--- config.mk ---
export PLATFORM = sky130hd
export DESIGN_NAME = pc_sequencer
export DESIGN_NICKNAME = d
export VERILOG_FILES = /design/src/rtl/pc_sequencer_pkg.sv /design/src/rtl/pc_sequencer_adder.sv /design/src/rtl/pc_sequencer.sv
export SDC_FILE = /design/constraint.sdc
export NUM_CORES = 1
export LEC_CHECK = 0
export BUFFER_PORTS_ARGS = -buffer_cell sky130_fd_sc_hd__buf_2
export CAP_MARGIN = 20
export CELL_PAD_IN_SITES_DETAIL_PLACEMENT = 1
export CELL_PAD_IN_SITES_GLOBAL_PLACEMENT = 2
export CORE_MARGIN = 2
export CORE_UTILIZATION = 35
export CTS_CLUSTER_SIZE = 12
export DETAILED_ROUTE_END_ITERATION = 12
export HOLD_SLACK_MARGIN = 0.03
export PLACE_DENSITY = 0.87
export SLEW_MARGIN = 10
export SYNTH_ARGS = -nofsm -noshare
export SYNTH_HDL_FRONTEND = slang
export SYNTH_SLANG_ARGS = --single-unit
--- constraint.sdc ---
create_clock -name clk -period 5.25 [get_ports clk]
set_input_delay 0.2625 -clock clk [delete_from_list [all_inputs] [get_ports clk]]
set_output_delay 0.2625 -clock clk [all_outputs]
set_load 0.005 [all_outputs]
--- src/rtl/pc_sequencer_pkg.sv ---
// Shared definitions for the multi-cycle program-counter controller.
package pc_sequencer_pkg;

  localparam int WORD = 64;

  // Byte distance between consecutive LEGv8 instructions.
  localparam logic [WORD-1:0] PC_STEP_DEF = 64'd4;

  // Controller states. The INCR/BRANCH split records the latched branch decision.
  typedef enum logic [2:0] {
    ST_IDLE,
    ST_ISSUE,
    ST_WAIT,
    ST_INCR,
    ST_BRANCH
  } state_t;

endpackage

--- src/rtl/pc_sequencer_adder.sv ---
// Common combinational adder, modulo 2^W with no carry-out.
module adder #(
  parameter int W = 64
) (
  input  logic [W-1:0] a,
  input  logic [W-1:0] b,
  output logic [W-1:0] sum
);

  // Plain wrap-around sum.
  always_comb begin
    sum = a + b;
  end

endmodule

--- src/rtl/pc_sequencer.sv ---
// Program-counter controller: issues fetch addresses, waits for the decode
// decision, then updates the PC through one shared adder.
module pc_sequencer
  import pc_sequencer_pkg::*;
#(
  parameter logic [WORD-1:0] RESET_PC = '0,
  parameter logic [WORD-1:0] PC_STEP  = PC_STEP_DEF,
  parameter int              CNT_W    = 32
) (
  input  logic             clk,
  input  logic             reset,
  input  logic             fetch_ready,
  output logic             pc_valid,
  output logic [WORD-1:0]  pc_out,
  input  logic             instr_done,
  input  logic             branch_taken,
  input  logic [WORD-1:0]  branch_offset,
  input  logic             stall,
  output logic             busy,
  output logic [CNT_W-1:0] retired_count
);

  state_t                 state;
  state_t                 state_next;
  logic signed [WORD-1:0] offset_q;
  logic [WORD-1:0]        add_a;
  logic [WORD-1:0]        add_b;
  logic [WORD-1:0]        add_sum;
  logic                   pc_load;
  logic                   offset_load;

  adder #(.W(WORD)) u_adder (
    .a   (add_a),
    .b   (add_b),
    .sum (add_sum)
  );

  // State register; reset aborts any in-flight update.
  always_ff @(posedge clk or posedge reset) begin
    if (reset) state <= ST_IDLE;
    else       state <= state_next;
  end

  // Next state, handshake outputs and adder operand mux. Stall freezes everything.
  always_comb begin
    state_next  = state;
    pc_valid    = 1'b0;
    busy        = 1'b1;
    add_a       = '0;
    add_b       = '0;
    pc_load     = 1'b0;
    offset_load = 1'b0;
    case (state)
      ST_IDLE: begin
        if (!stall) state_next = ST_ISSUE;
      end
      ST_ISSUE: begin
        busy     = 1'b0;
        pc_valid = !stall;
        if (!stall && fetch_ready) state_next = ST_WAIT;
      end
      ST_WAIT: begin
        if (!stall && instr_done) begin
          offset_load = 1'b1;
          state_next  = branch_taken ? ST_BRANCH : ST_INCR;
        end
      end
      ST_INCR: begin
        add_a = pc_out;
        add_b = PC_STEP;
        if (!stall) begin
          pc_load    = 1'b1;
          state_next = ST_ISSUE;
        end
      end
      ST_BRANCH: begin
        add_a = pc_out;
        add_b = offset_q << 2;
        if (!stall) begin
          pc_load    = 1'b1;
          state_next = ST_ISSUE;
        end
      end
      default: state_next = ST_IDLE;
    endcase
  end

  // PC, latched offset and retired counter; all cleared by reset.
  always_ff @(posedge clk or posedge reset) begin
    if (reset) begin
      pc_out        <= RESET_PC;
      offset_q      <= '0;
      retired_count <= '0;
    end else begin
      if (offset_load) offset_q <= branch_offset;
      if (pc_load) begin
        pc_out        <= add_sum;
        retired_count <= retired_count + CNT_W'(1);
      end
    end
  end

endmodule

==> results.txt <==
The run finished with clean final reports. The number of antenna violations at the first check in global routing was 0; the maximum number of buffers from clock root to sink was 2. The run gives 48200 um as the global-route wire length before repair.

Among all stages on the critical path, the largest delay is contributed by sky130_fd_sc_hd__o32ai_1. The mean instance size in the synthesized netlist works out to 9.20 um2. The worst setup path is of the reg2reg kind. Counting I/O delays and the setup requirement, the final critical path takes 4.66 ns. Across the VDD grid, the largest voltage drop is 0.213 mV.

In this run the power density over the cells is 291 mW/mm2. Once detail routing completed, the nets flagged for antenna violations numbered 0. Across the run, the number of max-cap violations was 0. Share of layout cells above drive strength 1: 22.8%. The fill cell total of the finished layout is 3518, and the detail-routed net length per standard cell is 17.1 um.

After detailed routing, the number of remaining DRC violations is 0. The path with the worst hold slack has its endpoint at offset_q[35]. The tools report the reg-to-reg critical path startpoint as state[0]. In this run the worst hold path is classified as in2reg. The run gives 63 as the number of placement rows. Number of sinks handled by clock tree synthesis: 159. The tools report the count of inserted antenna diode cells as 0.

The region available for standard cell placement spans 0.0298 mm2. The worst register-to-register path has a depth of 14. In this run, the number of DRC markers left after iteration 0 of detailed routing was 374.

The number of distinct library cell variants in the gate-level netlist after synthesis came out at 83. Setup violations remaining at the end of the flow were counted as 0. Yosys mapped a number of flops with a built-in enable equal to 0.

The run gives 6.16 nW as the leakage dissipation. The initial utilization of the core area, before any placement, comes to 35.7%. The run gives 9354 as the via count of the first global-routing pass.

The die covers 0.0318 mm2. The number of vias per cell works out to 5.17. The startpoint kind of the worst setup timing path was a flip-flop.

The tools report the count of nets after finishing as 1451. The endpoint kind of the worst setup timing path was a flip-flop. Setup repair after global routing left no endpoint under its margin. In this run the number of H-tree levels came out at 4. The tools report the total count of hold-check failures in the final report as 0.

The post-synthesis instance total is 1157, and the global placement routability congestion is 0.802. The insertion delay to the later sink of the worst-skew pair was 0.45 ns. The startpoint identified for the worst hold timing path is branch_offset[35].

In this run the tightest slew margin relative to its limit is 42.0%. The area growth from synthesis to layout is 19.3%. Number of vias in the routed layout: 8891. Yosys printed 0 warnings.

The tools report the first-pass detailed-route iteration total as 4. The area of all placed cells without fillers is 0.0127 mm2, and the worst setup slack for register-to-register paths is 0.59 ns. 168 I/O pins were placed. STA puts the critical path data required time at 5.58 ns. The sequential area share after synthesis was 37.4%; the cell area after synthesis was 0.0106 mm2. Synthesis inferred 159 register bits. In this run the post-CTS setup repair buffer count came out at 0.

The largest net degree at the start of global routing came out at 94. Of all nets on the critical path, the largest fanout is 36. The tools report the terminus of the critical flop-to-flop path as pc_out[60]. At the pin with the least slew margin, the transition time is 0.870 ns. Data arrives at the worst endpoint at 4.99 ns. In the finished design, the share of the clock period the worst path needs comes to 88.8%. The kind of cell adding the most delay to the critical path is compound AO/OA/AOI/OAI gates. The total grt overflow came out at 0. TritonCTS built the clock tree. For the overall track demand over capacity in global routing, the log shows 19.1%. For the total negative slack, the log shows 0 ns. Clock tree synthesis inserted a total of 17 buffers.

From left edge to right edge, the die measures 178 um. The cell area reported after detailed placement is 0.0118 mm2, and the count of cells along the worst hold path is 2. The final wirelength came out at 29400 um.

For the top achievable clock speed, the log shows 0.214 GHz. The tools report the number of max-slew violations in the final report as 0. The most used flip-flop cell after synthesis is sky130_fd_sc_hd__dfrtp_1. The final HPWL from detailed placement is 21700 um. Of all flip-flops after synthesis, the portion carrying an async set or reset was 100%.

The setup clock skew after layout came out at 0.0125 ns. The number of buffers and inverters on the critical path is 2. Clock-pin slew was measured on the worst setup and hold paths at 0.07 ns. The tools report the master cell of the clock root buffer as sky130_fd_sc_hd__clkbuf_16. The critical path's largest stage delay works out to 0.67 ns. The signal on the critical path passes through nor3b_4 > buf_4 > buf_4 > and2_1 > ha_1 > o21ai_0 > o21ai_0 > a21oi_1 > o32ai_1 > o21ai_1 > and3b_1 > nor3_1 > a31oi_1 > o311ai_1. Buffers placed on the I/O ports in this run total 163. Measured along the y axis, the die boundary spans 178 um.
==> cell families after synthesis <==
family | synth area share (%)
XOR/XNOR | 6.75
other | 0.0352
buffers and inverters | 2.76
flip-flops | 37.4
AO/OA/AOI/OAI | 17.2
AND/OR/NAND/NOR | 21.5
multiplexers | 6.86
adder cells (fa/ha/maj) | 7.48
==> cells in the final DEF (no fill, tap or decap), types with 17 or more instances in the layout <==
cell type / instances
sky130_fd_sc_hd__and2_1: 124
sky130_fd_sc_hd__a21oi_1: 76
sky130_fd_sc_hd__xor2_1: 27
sky130_fd_sc_hd__buf_2: 163
sky130_fd_sc_hd__nand2_1: 137
sky130_fd_sc_hd__dfrtp_1: 159
sky130_fd_sc_hd__nand4_1: 21
sky130_fd_sc_hd__nand3_1: 29
sky130_fd_sc_hd__a21o_1: 37
sky130_fd_sc_hd__mux2_2: 63
sky130_fd_sc_hd__clkbuf_16: 17
sky130_fd_sc_hd__nor2_1: 51
sky130_fd_sc_hd__o21ai_0: 82
sky130_fd_sc_hd__xnor2_1: 55
sky130_fd_sc_hd__dlygate4sd3_1: 28
sky130_fd_sc_hd__ha_1: 62
==> registers in the layout, summed over array words and instances, names as in the netlist <==
register	flops
offset_q	62
pc_out	62
retired_count	32
state	3
==> final cells by class <==
cell class / instances / area [um2] / share of cell area [%]
clock buffers: 18 / 439 / 3.46
clock inverters: 14 / 165 / 1.30
inverters: 15 / 61.3 / 0.483
multi-input cells: 926 / 6390 / 50.4
flip-flops and latches: 159 / 3980 / 31.3
well taps: 390 / 488 / 3.84
repair buffers: 199 / 1170 / 9.21
==> metrics by stage <==
step           std cells  util (%)  setup slack [ns]  total power [mW]  hold slack [ns]
6_report            1721      42.6             0.586              3.69           0.0531
5_1_grt             1721      42.6             0.216              3.91           0.0305
3_5_place_dp        1661      39.6             0.643              2.41            0.390
4_1_cts             1721      42.6             0.571              3.75           0.0306
3_3_place_gp        1661      39.6             0.760              2.37            0.404
2_1_floorplan       1158         -             0.696              2.15            0.414
==> Yosys cell counts (10+ instances only) <==
master | count | area, um2
sky130_fd_sc_hd__a21o_1 | 37 | 278
sky130_fd_sc_hd__a21oi_1 | 76 | 380
sky130_fd_sc_hd__and2_1 | 124 | 776
sky130_fd_sc_hd__and3_1 | 10 | 62.6
sky130_fd_sc_hd__clkbuf_1 | 43 | 161
sky130_fd_sc_hd__dfrtp_1 | 159 | 3980
sky130_fd_sc_hd__ha_1 | 62 | 776
sky130_fd_sc_hd__inv_1 | 15 | 56.3
sky130_fd_sc_hd__mux2_2 | 63 | 709
sky130_fd_sc_hd__nand2_1 | 137 | 514
sky130_fd_sc_hd__nand3_1 | 29 | 145
sky130_fd_sc_hd__nand4_1 | 21 | 131
sky130_fd_sc_hd__nor2_1 | 51 | 191
sky130_fd_sc_hd__nor2b_1 | 10 | 62.6
sky130_fd_sc_hd__nor3_1 | 15 | 75.1
sky130_fd_sc_hd__o21ai_0 | 82 | 410
sky130_fd_sc_hd__o21bai_1 | 11 | 82.6
sky130_fd_sc_hd__xnor2_1 | 55 | 482
sky130_fd_sc_hd__xor2_1 | 27 | 236
==> how the worst max path moves through the flow <==
stage	startpoint	endpoint	cells after the start
finish	state[0]	pc_out[60]	14
global route	state[0]	pc_out[60]	14
global placement	state[0]	pc_out[60]	15
floorplan	reset	offset_q[0]	1
detailed placement	state[0]	pc_out[60]	14
CTS	state[0]	pc_out[60]	14
==> timing repair <==
action | CTS | global route
gates resized for setup | 0 | 0
hold buffers | 28 | 0
hold endpoints to repair | 93 | 0
==> power breakdown <==
| group | leakage [nW] | switching [mW] | internal [mW] | total (mW) |
|---|---|---|---|---|
| combinational | 3.77 | 0.347 | 0.352 | 0.700 |
| clock | 0.296 | 0.543 | 0.759 | 1.30 |
| sequential | 2.09 | 0.183 | 1.51 | 1.69 |
| total | 6.16 | 1.07 | 2.62 | 3.69 |
==> per-layer routing <==
metal / vias up / routed length (um) / GRT usage, %
met1: 4345 / 14100 / 25.2
met3: 25 / 958 / 3.88
li1: 4393 / - / -
met2: 128 / 13900 / 31.9
met5: - / 0 / 0
met4: 0 / 406 / 4.84
Power figures use the tool's default switching activity.
